File: config.mk
export PLATFORM = sky130hd
export DESIGN_NAME = dqs_wr_strobe_gen
export DESIGN_NICKNAME = d
export VERILOG_FILES = /design/src/rtl/dqs_gen_pkg.sv /design/src/rtl/dqs_beat_cnt.sv /design/src/rtl/dqs_wr_strobe_gen.sv
export SDC_FILE = /design/constraint.sdc
export NUM_CORES = 1
export LEC_CHECK = 0
export ABC_AREA = 0
export ABC_CLOCK_PERIOD_IN_PS = 4810
export CAP_MARGIN = 20
export CORE_MARGIN = 2
export CORE_UTILIZATION = 56
export DETAILED_ROUTE_END_ITERATION = 8
export GPL_TIMING_DRIVEN = 0
export HOLD_SLACK_MARGIN = 0.06
export PLACE_DENSITY = 0.79
export SKIP_CTS_REPAIR_TIMING = 1
export SYNTH_ARGS = -nofsm -noshare
export SYNTH_HDL_FRONTEND = slang
export SYNTH_HIERARCHICAL = 1
export SYNTH_SLANG_ARGS = --single-unit
File: constraint.sdc
create_clock -name clk -period 4.81 [get_ports clk]
set_input_delay 0.7215 -clock clk [delete_from_list [all_inputs] [get_ports clk]]
set_output_delay 0.7215 -clock clk [all_outputs]
set_load 0.02 [all_outputs]
File: src/rtl/dqs_gen_pkg.sv
// Shared types and constants for the DDR write-strobe generator.
// The beat counter is sized to hold a full burst and the longest pre/postamble.
package dqs_gen_pkg;

   typedef enum logic [1:0] {
      ST_IDLE  = 2'd0,
      ST_PRE   = 2'd1,
      ST_BURST = 2'd2,
      ST_POST  = 2'd3
   } dqs_state_e;

   localparam int MAX_PRE_POST = 7;

   function automatic int cnt_width(input int len_w);
      int pp_w;
      pp_w = $clog2(MAX_PRE_POST + 1);
      return (len_w > pp_w) ? len_w : pp_w;
   endfunction

endpackage

File: src/rtl/dqs_beat_cnt.sv
// Loadable down-counter with terminal-count flag, shared by PRE/BURST/POST.
// The next count is exported so the owner can register ready one beat early.
module dqs_beat_cnt #(
   parameter int W = 4
) (
   input  logic         clk,
   input  logic         rst_n,
   input  logic         load_i,
   input  logic [W-1:0] load_val_i,
   input  logic         dec_i,
   output logic [W-1:0] cnt_nxt_o,
   output logic         tc_o
);

   logic [W-1:0] cnt_q, cnt_d;

   always_comb begin
      cnt_d = cnt_q;
      if (load_i) begin
         cnt_d = load_val_i;
      end else if (dec_i && (cnt_q != '0)) begin
         cnt_d = cnt_q - W'(1);
      end
   end

   always_ff @(posedge clk or negedge rst_n) begin
      if (!rst_n) begin
         cnt_q <= '0;
      end else begin
         cnt_q <= cnt_d;
      end
   end

   assign cnt_nxt_o = cnt_d;
   assign tc_o      = (cnt_q == '0);

endmodule

File: src/rtl/dqs_wr_strobe_gen.sv
// DDR write DQS generator: preamble, toggling burst, postamble, tristate.
// One clock equals one DQS bit time; all strobe outputs come from flops.
module dqs_wr_strobe_gen
   import dqs_gen_pkg::*;
#(
   parameter int PRE_BEATS  = 2,
   parameter int POST_BEATS = 1,
   parameter int LEN_W      = 4
) (
   input  logic             clk,
   input  logic             rst_n,
   input  logic             wr_valid,
   input  logic [LEN_W-1:0] wr_len,
   output logic             wr_ready,
   input  logic             force_off,
   output logic             dqs_i,
   output logic             dqs_t,
   output logic             data_en,
   output logic             busy
);

   localparam int CNT_W   = cnt_width(LEN_W);
   localparam int PRE_M1  = (PRE_BEATS > 0) ? PRE_BEATS - 1 : 0;
   localparam int POST_M1 = (POST_BEATS > 0) ? POST_BEATS - 1 : 0;
   localparam logic [CNT_W-1:0] PRE_LD  = CNT_W'(PRE_M1);
   localparam logic [CNT_W-1:0] POST_LD = CNT_W'(POST_M1);

   dqs_state_e       state_q, state_d;
   logic [LEN_W-1:0] len_q, len_d;
   logic             dqs_i_q, dqs_i_d;
   logic             dqs_t_q, dqs_t_d;
   logic             data_en_q, data_en_d;
   logic             busy_q, busy_d;
   logic             rdy_q, rdy_d;
   logic             accept;
   logic             ld, dec, tc;
   logic [CNT_W-1:0] ld_val, cnt_nxt;

   // force_off must block an accept in the same cycle, so it gates ready directly
   assign wr_ready = rdy_q & ~force_off;
   assign accept   = wr_valid & wr_ready;

   dqs_beat_cnt #(
      .W (CNT_W)
   ) u_cnt (
      .clk        (clk),
      .rst_n      (rst_n),
      .load_i     (ld),
      .load_val_i (ld_val),
      .dec_i      (dec),
      .cnt_nxt_o  (cnt_nxt),
      .tc_o       (tc)
   );

   always_comb begin
      state_d = state_q;
      len_d   = len_q;
      ld      = 1'b0;
      ld_val  = '0;
      dec     = 1'b0;
      unique case (state_q)
         ST_IDLE: begin
            if (accept) begin
               len_d = wr_len;
               ld    = 1'b1;
               if (PRE_BEATS > 0) begin
                  state_d = ST_PRE;
                  ld_val  = PRE_LD;
               end else begin
                  state_d = ST_BURST;
                  ld_val  = CNT_W'(wr_len);
               end
            end
         end
         ST_PRE: begin
            if (tc) begin
               state_d = ST_BURST;
               ld      = 1'b1;
               ld_val  = CNT_W'(len_q);
            end else begin
               dec = 1'b1;
            end
         end
         ST_BURST: begin
            if (tc) begin
               if (accept) begin
                  len_d  = wr_len;
                  ld     = 1'b1;
                  ld_val = CNT_W'(wr_len);
               end else if (POST_BEATS > 0) begin
                  state_d = ST_POST;
                  ld      = 1'b1;
                  ld_val  = POST_LD;
               end else begin
                  state_d = ST_IDLE;
               end
            end else begin
               dec = 1'b1;
            end
         end
         ST_POST: begin
            if (tc) begin
               state_d = ST_IDLE;
            end else begin
               dec = 1'b1;
            end
         end
         default: state_d = ST_IDLE;
      endcase
      if (force_off) begin
         state_d = ST_IDLE;
         ld      = 1'b0;
         dec     = 1'b0;
      end
   end

   // Outputs decode the next state so they land in the same flop edge
   always_comb begin
      dqs_t_d   = (state_d == ST_IDLE);
      data_en_d = (state_d == ST_BURST);
      busy_d    = (state_d != ST_IDLE);
      dqs_i_d   = 1'b0;
      if (state_d == ST_BURST) begin
         dqs_i_d = (state_q == ST_BURST) ? ~dqs_i_q : 1'b1;
      end
      rdy_d = (state_d == ST_IDLE) ||
              ((state_d == ST_BURST) && (cnt_nxt == '0));
   end

   always_ff @(posedge clk or negedge rst_n) begin
      if (!rst_n) begin
         state_q   <= ST_IDLE;
         len_q     <= '0;
         dqs_i_q   <= 1'b0;
         dqs_t_q   <= 1'b1;
         data_en_q <= 1'b0;
         busy_q    <= 1'b0;
         rdy_q     <= 1'b0;
      end else begin
         state_q   <= state_d;
         len_q     <= len_d;
         dqs_i_q   <= dqs_i_d;
         dqs_t_q   <= dqs_t_d;
         data_en_q <= data_en_d;
         busy_q    <= busy_d;
         rdy_q     <= rdy_d;
      end
   end

   assign dqs_i   = dqs_i_q;
   assign dqs_t   = dqs_t_q;
   assign data_en = data_en_q;
   assign busy    = busy_q;

endmodule

==> metrics <==
hold crit path type=flip-flop to flip-flop; Final #Nets=119; Antenna Diode Count=0; final hold vios=0; area leader, netlist=dfrtp_1; cell internal pwr=0.000401 W; largest net degree at the start of global routing=16; Seq/Total Area, Yosys=41.6%; Routed WL=1.73 mm; vias in the first global route=654; drt pass-1 iters=4; Final Non-Filler Cells=119; hpwl dp=1.35 mm; WP data required=5.02 ns; fin crit share=67.6%; Mapped Area=906 µm²; post-synth cell types=34; IO Pins=13; CP arrival=3.46 ns; most frequent cells in the layout=14 x dfrtp_1, 12 x clkdlybuf4s50_1, 7 x nor2_1, 7 x ha_1, 6 x nand2_1; NetSw=0.000289 W; switching portion of total power=41.9%; total number of vias=729; P_leak=0.449 nW; Core Util, Final=71.2%; cell area after layout=1070 µm²; Total GRT Usage=20.4%; Routability Congestion=0.780; # DRC=0; core area=1510 µm²; Worst-Margin Slew=0.638 ns; Placed Area=1050 µm²; startpoint class of the critical path=input port; critical path's most frequent cell=a21oi_1; Setup-failing EPs final=0; worst reg2reg startpoint=u_cnt/cnt_q[0]; grt ovf=0; row count=14; DR vias/cell=6.13; area grow syn2layout=18.4%; Worst-path clk slew=0.08 ns; main combinational cell family by area after synthesis=simple AND/OR/NAND/NOR gates; first-pass GRT wire length=2.88 mm; critical-path cell list=clkdlybuf4s50_1, nand3b_1, or3b_2, a21oi_1, clkbuf_2, nor3_1, a221o_1, or4_1, a21oi_1; Max Freq=0.307 GHz; Clock power frac=9.9%; total power=0.000690 W; Net Count, Synth=102; Worst setup EP type=flip-flop; H-tree levels=1; CP max-delay cell=clkdlybuf4s50_1; layout cells sized above 1=17.5%; post-synthesis mux area share=6.08%; number of synthesized register bits=15; cell count after synthesis=87; CTS max path bufs=2; CTS tree=yes; status=finished, final reports clean; critical path class=input port to flip-flop; chip width=44.2 µm; Num CTS Buffers=3; DP Cell Count=115; maximum fanout along the worst path=10; routed len/inst=14.6 µm; Post-Synth Simple-Gate Area=23.9%; VDD IR max=328 µV; IO Port Bufs=12; Synth Area in Compound Gates=16.2%; max cap viols=0; Slew HR=57.4%; synthesized area per cell=10.4 µm²; clock sink count=15; commonest non-fill, non-tap cell in the layout=dfrtp_1; Clk Latency, worst-skew pair=0.28 ns; CP max stage delay=0.53 ns; Final Skew=0.00178 ns; Die H=44.2 µm; min cycle time layout=3.25 ns; WP buf/inv=2; Routed Antenna Nets=0; Root Driver=clkbuf_4; starting density of the core=60.1%; initial DRC count=25; Area contributors post-synth=dfrtp_1 39%, ha_1 9.7%, mux2_2 5.0%; Combinational Power Share=56.5%; Hold Crit Start=len_q[2]; Filler cells=116; die area=1960 µm²; yosys warns=6; total negative slack=0 ns; Flop pwr share=33.6%; RSZ-0062 raised after global routing=no; final slew viol count=0; Adder-Cell Fraction of Synth Area=9.67%; XOR/XNOR share of the synthesized area=0%; initial antenna violation count=0; Largest delay share family, worst path=simple AND/OR/NAND/NOR gates; top-area cell type share of the netlist area=38.7%; Critical Path Source=force_off; pwr dens=644 nW/µm²
flip-flops by register name, indices dropped and copies added (netlist names):
register,flops
u_cnt/cnt_q,4
dqs_t,1
dqs_i,1
rdy_q,1
len_q,4
data_en,1
state_q,2
busy,1
worst reg2reg max path, delay by kind of cell (launching register included):
kind / cells / cell delay [ns]
compound gates: 2 / 0.46
fa+ha+maj: 1 / 0.24
simple gates: 5 / 1.69
flops: 1 / 0.40
buf+inv: 1 / 0.06
logic make-up after synthesis:
kind of cell,after synthesis
AOI/OAI and AO/OA,19
buffers and inverters,6
and+or+nand+nor,35
adders and majority gates,7
DFF,15
muxes,5
power groups by stage:
stage	Sequential [W]	Combinational, W	Clock (W)
after detailed placement	0.000234	0.000389	0
after global placement	0.000230	0.000378	0
final	0.000232	0.000390	0.0000684
after global routing	0.000240	0.000434	0.0000751
after floorplan	0.000242	0.000272	0
after CTS	0.000232	0.000393	0.0000703
area by class of cell:
class	count	area, µm²	share of cell area, %
multi-input cells	66	505	47.1
flip-flops and latches	15	377	35.1
repair buffers	12	120	11.2
clock buffers	4	26.3	2.45
well taps	16	20.0	1.87
inverters	5	18.8	1.75
plain buffers	1	5.00	0.467
metrics by stage:
stage | worst slack [ns] | hold WS [ns]
floorplan | 2.10 | 0.426
global route | 1.47 | 0.524
CTS | 1.56 | 0.515
detailed placement | 1.29 | 0.497
finish | 1.56 | 0.510
global placement | 1.31 | 0.491
cells in the mapped netlist:
library cell	number
nor2_1	7
clkbuf_2	1
and3b_1	1
and4b_2	1
or2b_1	1
inv_2	1
o21bai_1	1
or3b_2	1
nor3b_1	2
a21oi_2	1
dfrtp_1	14
o211ai_2	1
a22oi_1	4
or4_1	2
nor2b_1	2
inv_1	4
nand3b_1	3
ha_1	7
dfstp_2	1
a31oi_1	1
nor3_1	4
o31a_1	1
o21a_1	1
a221oi_2	1
o21ai_0	3
nor4b_2	1
or2_2	1
nor3b_2	1
a21oi_1	3
nand2b_1	2
mux2_2	4
mux2i_1	1
nand2_1	6
a221o_1	2
path summary, 6_finish.rpt:
kind / to / slack (ns) / cells past startpoint
max: rdy_q / 1.56 / 9
min: len_q[2] / 0.51 / 1
max reg2reg: rdy_q / 1.90 / 9
min reg2reg: len_q[2] / 0.51 / 1
max in group asynchronous: len_q[2] / 3.57 / 1
min in group asynchronous: busy / 0.83 / 1
routing by layer:
| layer | up-vias | track usage (%) | share of wire (%) |
|---|---|---|---|
| li1 | 349 | - | - |
| met1 | 356 | 28.1 | 47 |
| met2 | 18 | 31.5 | 49 |
| met3 | 6 | 3.27 | 2.8 |
| met4 | 0 | 9.70 | 1.5 |
| met5 | - | 0 | 0 |
No activity file was read; power rests on OpenSTA's default activity.
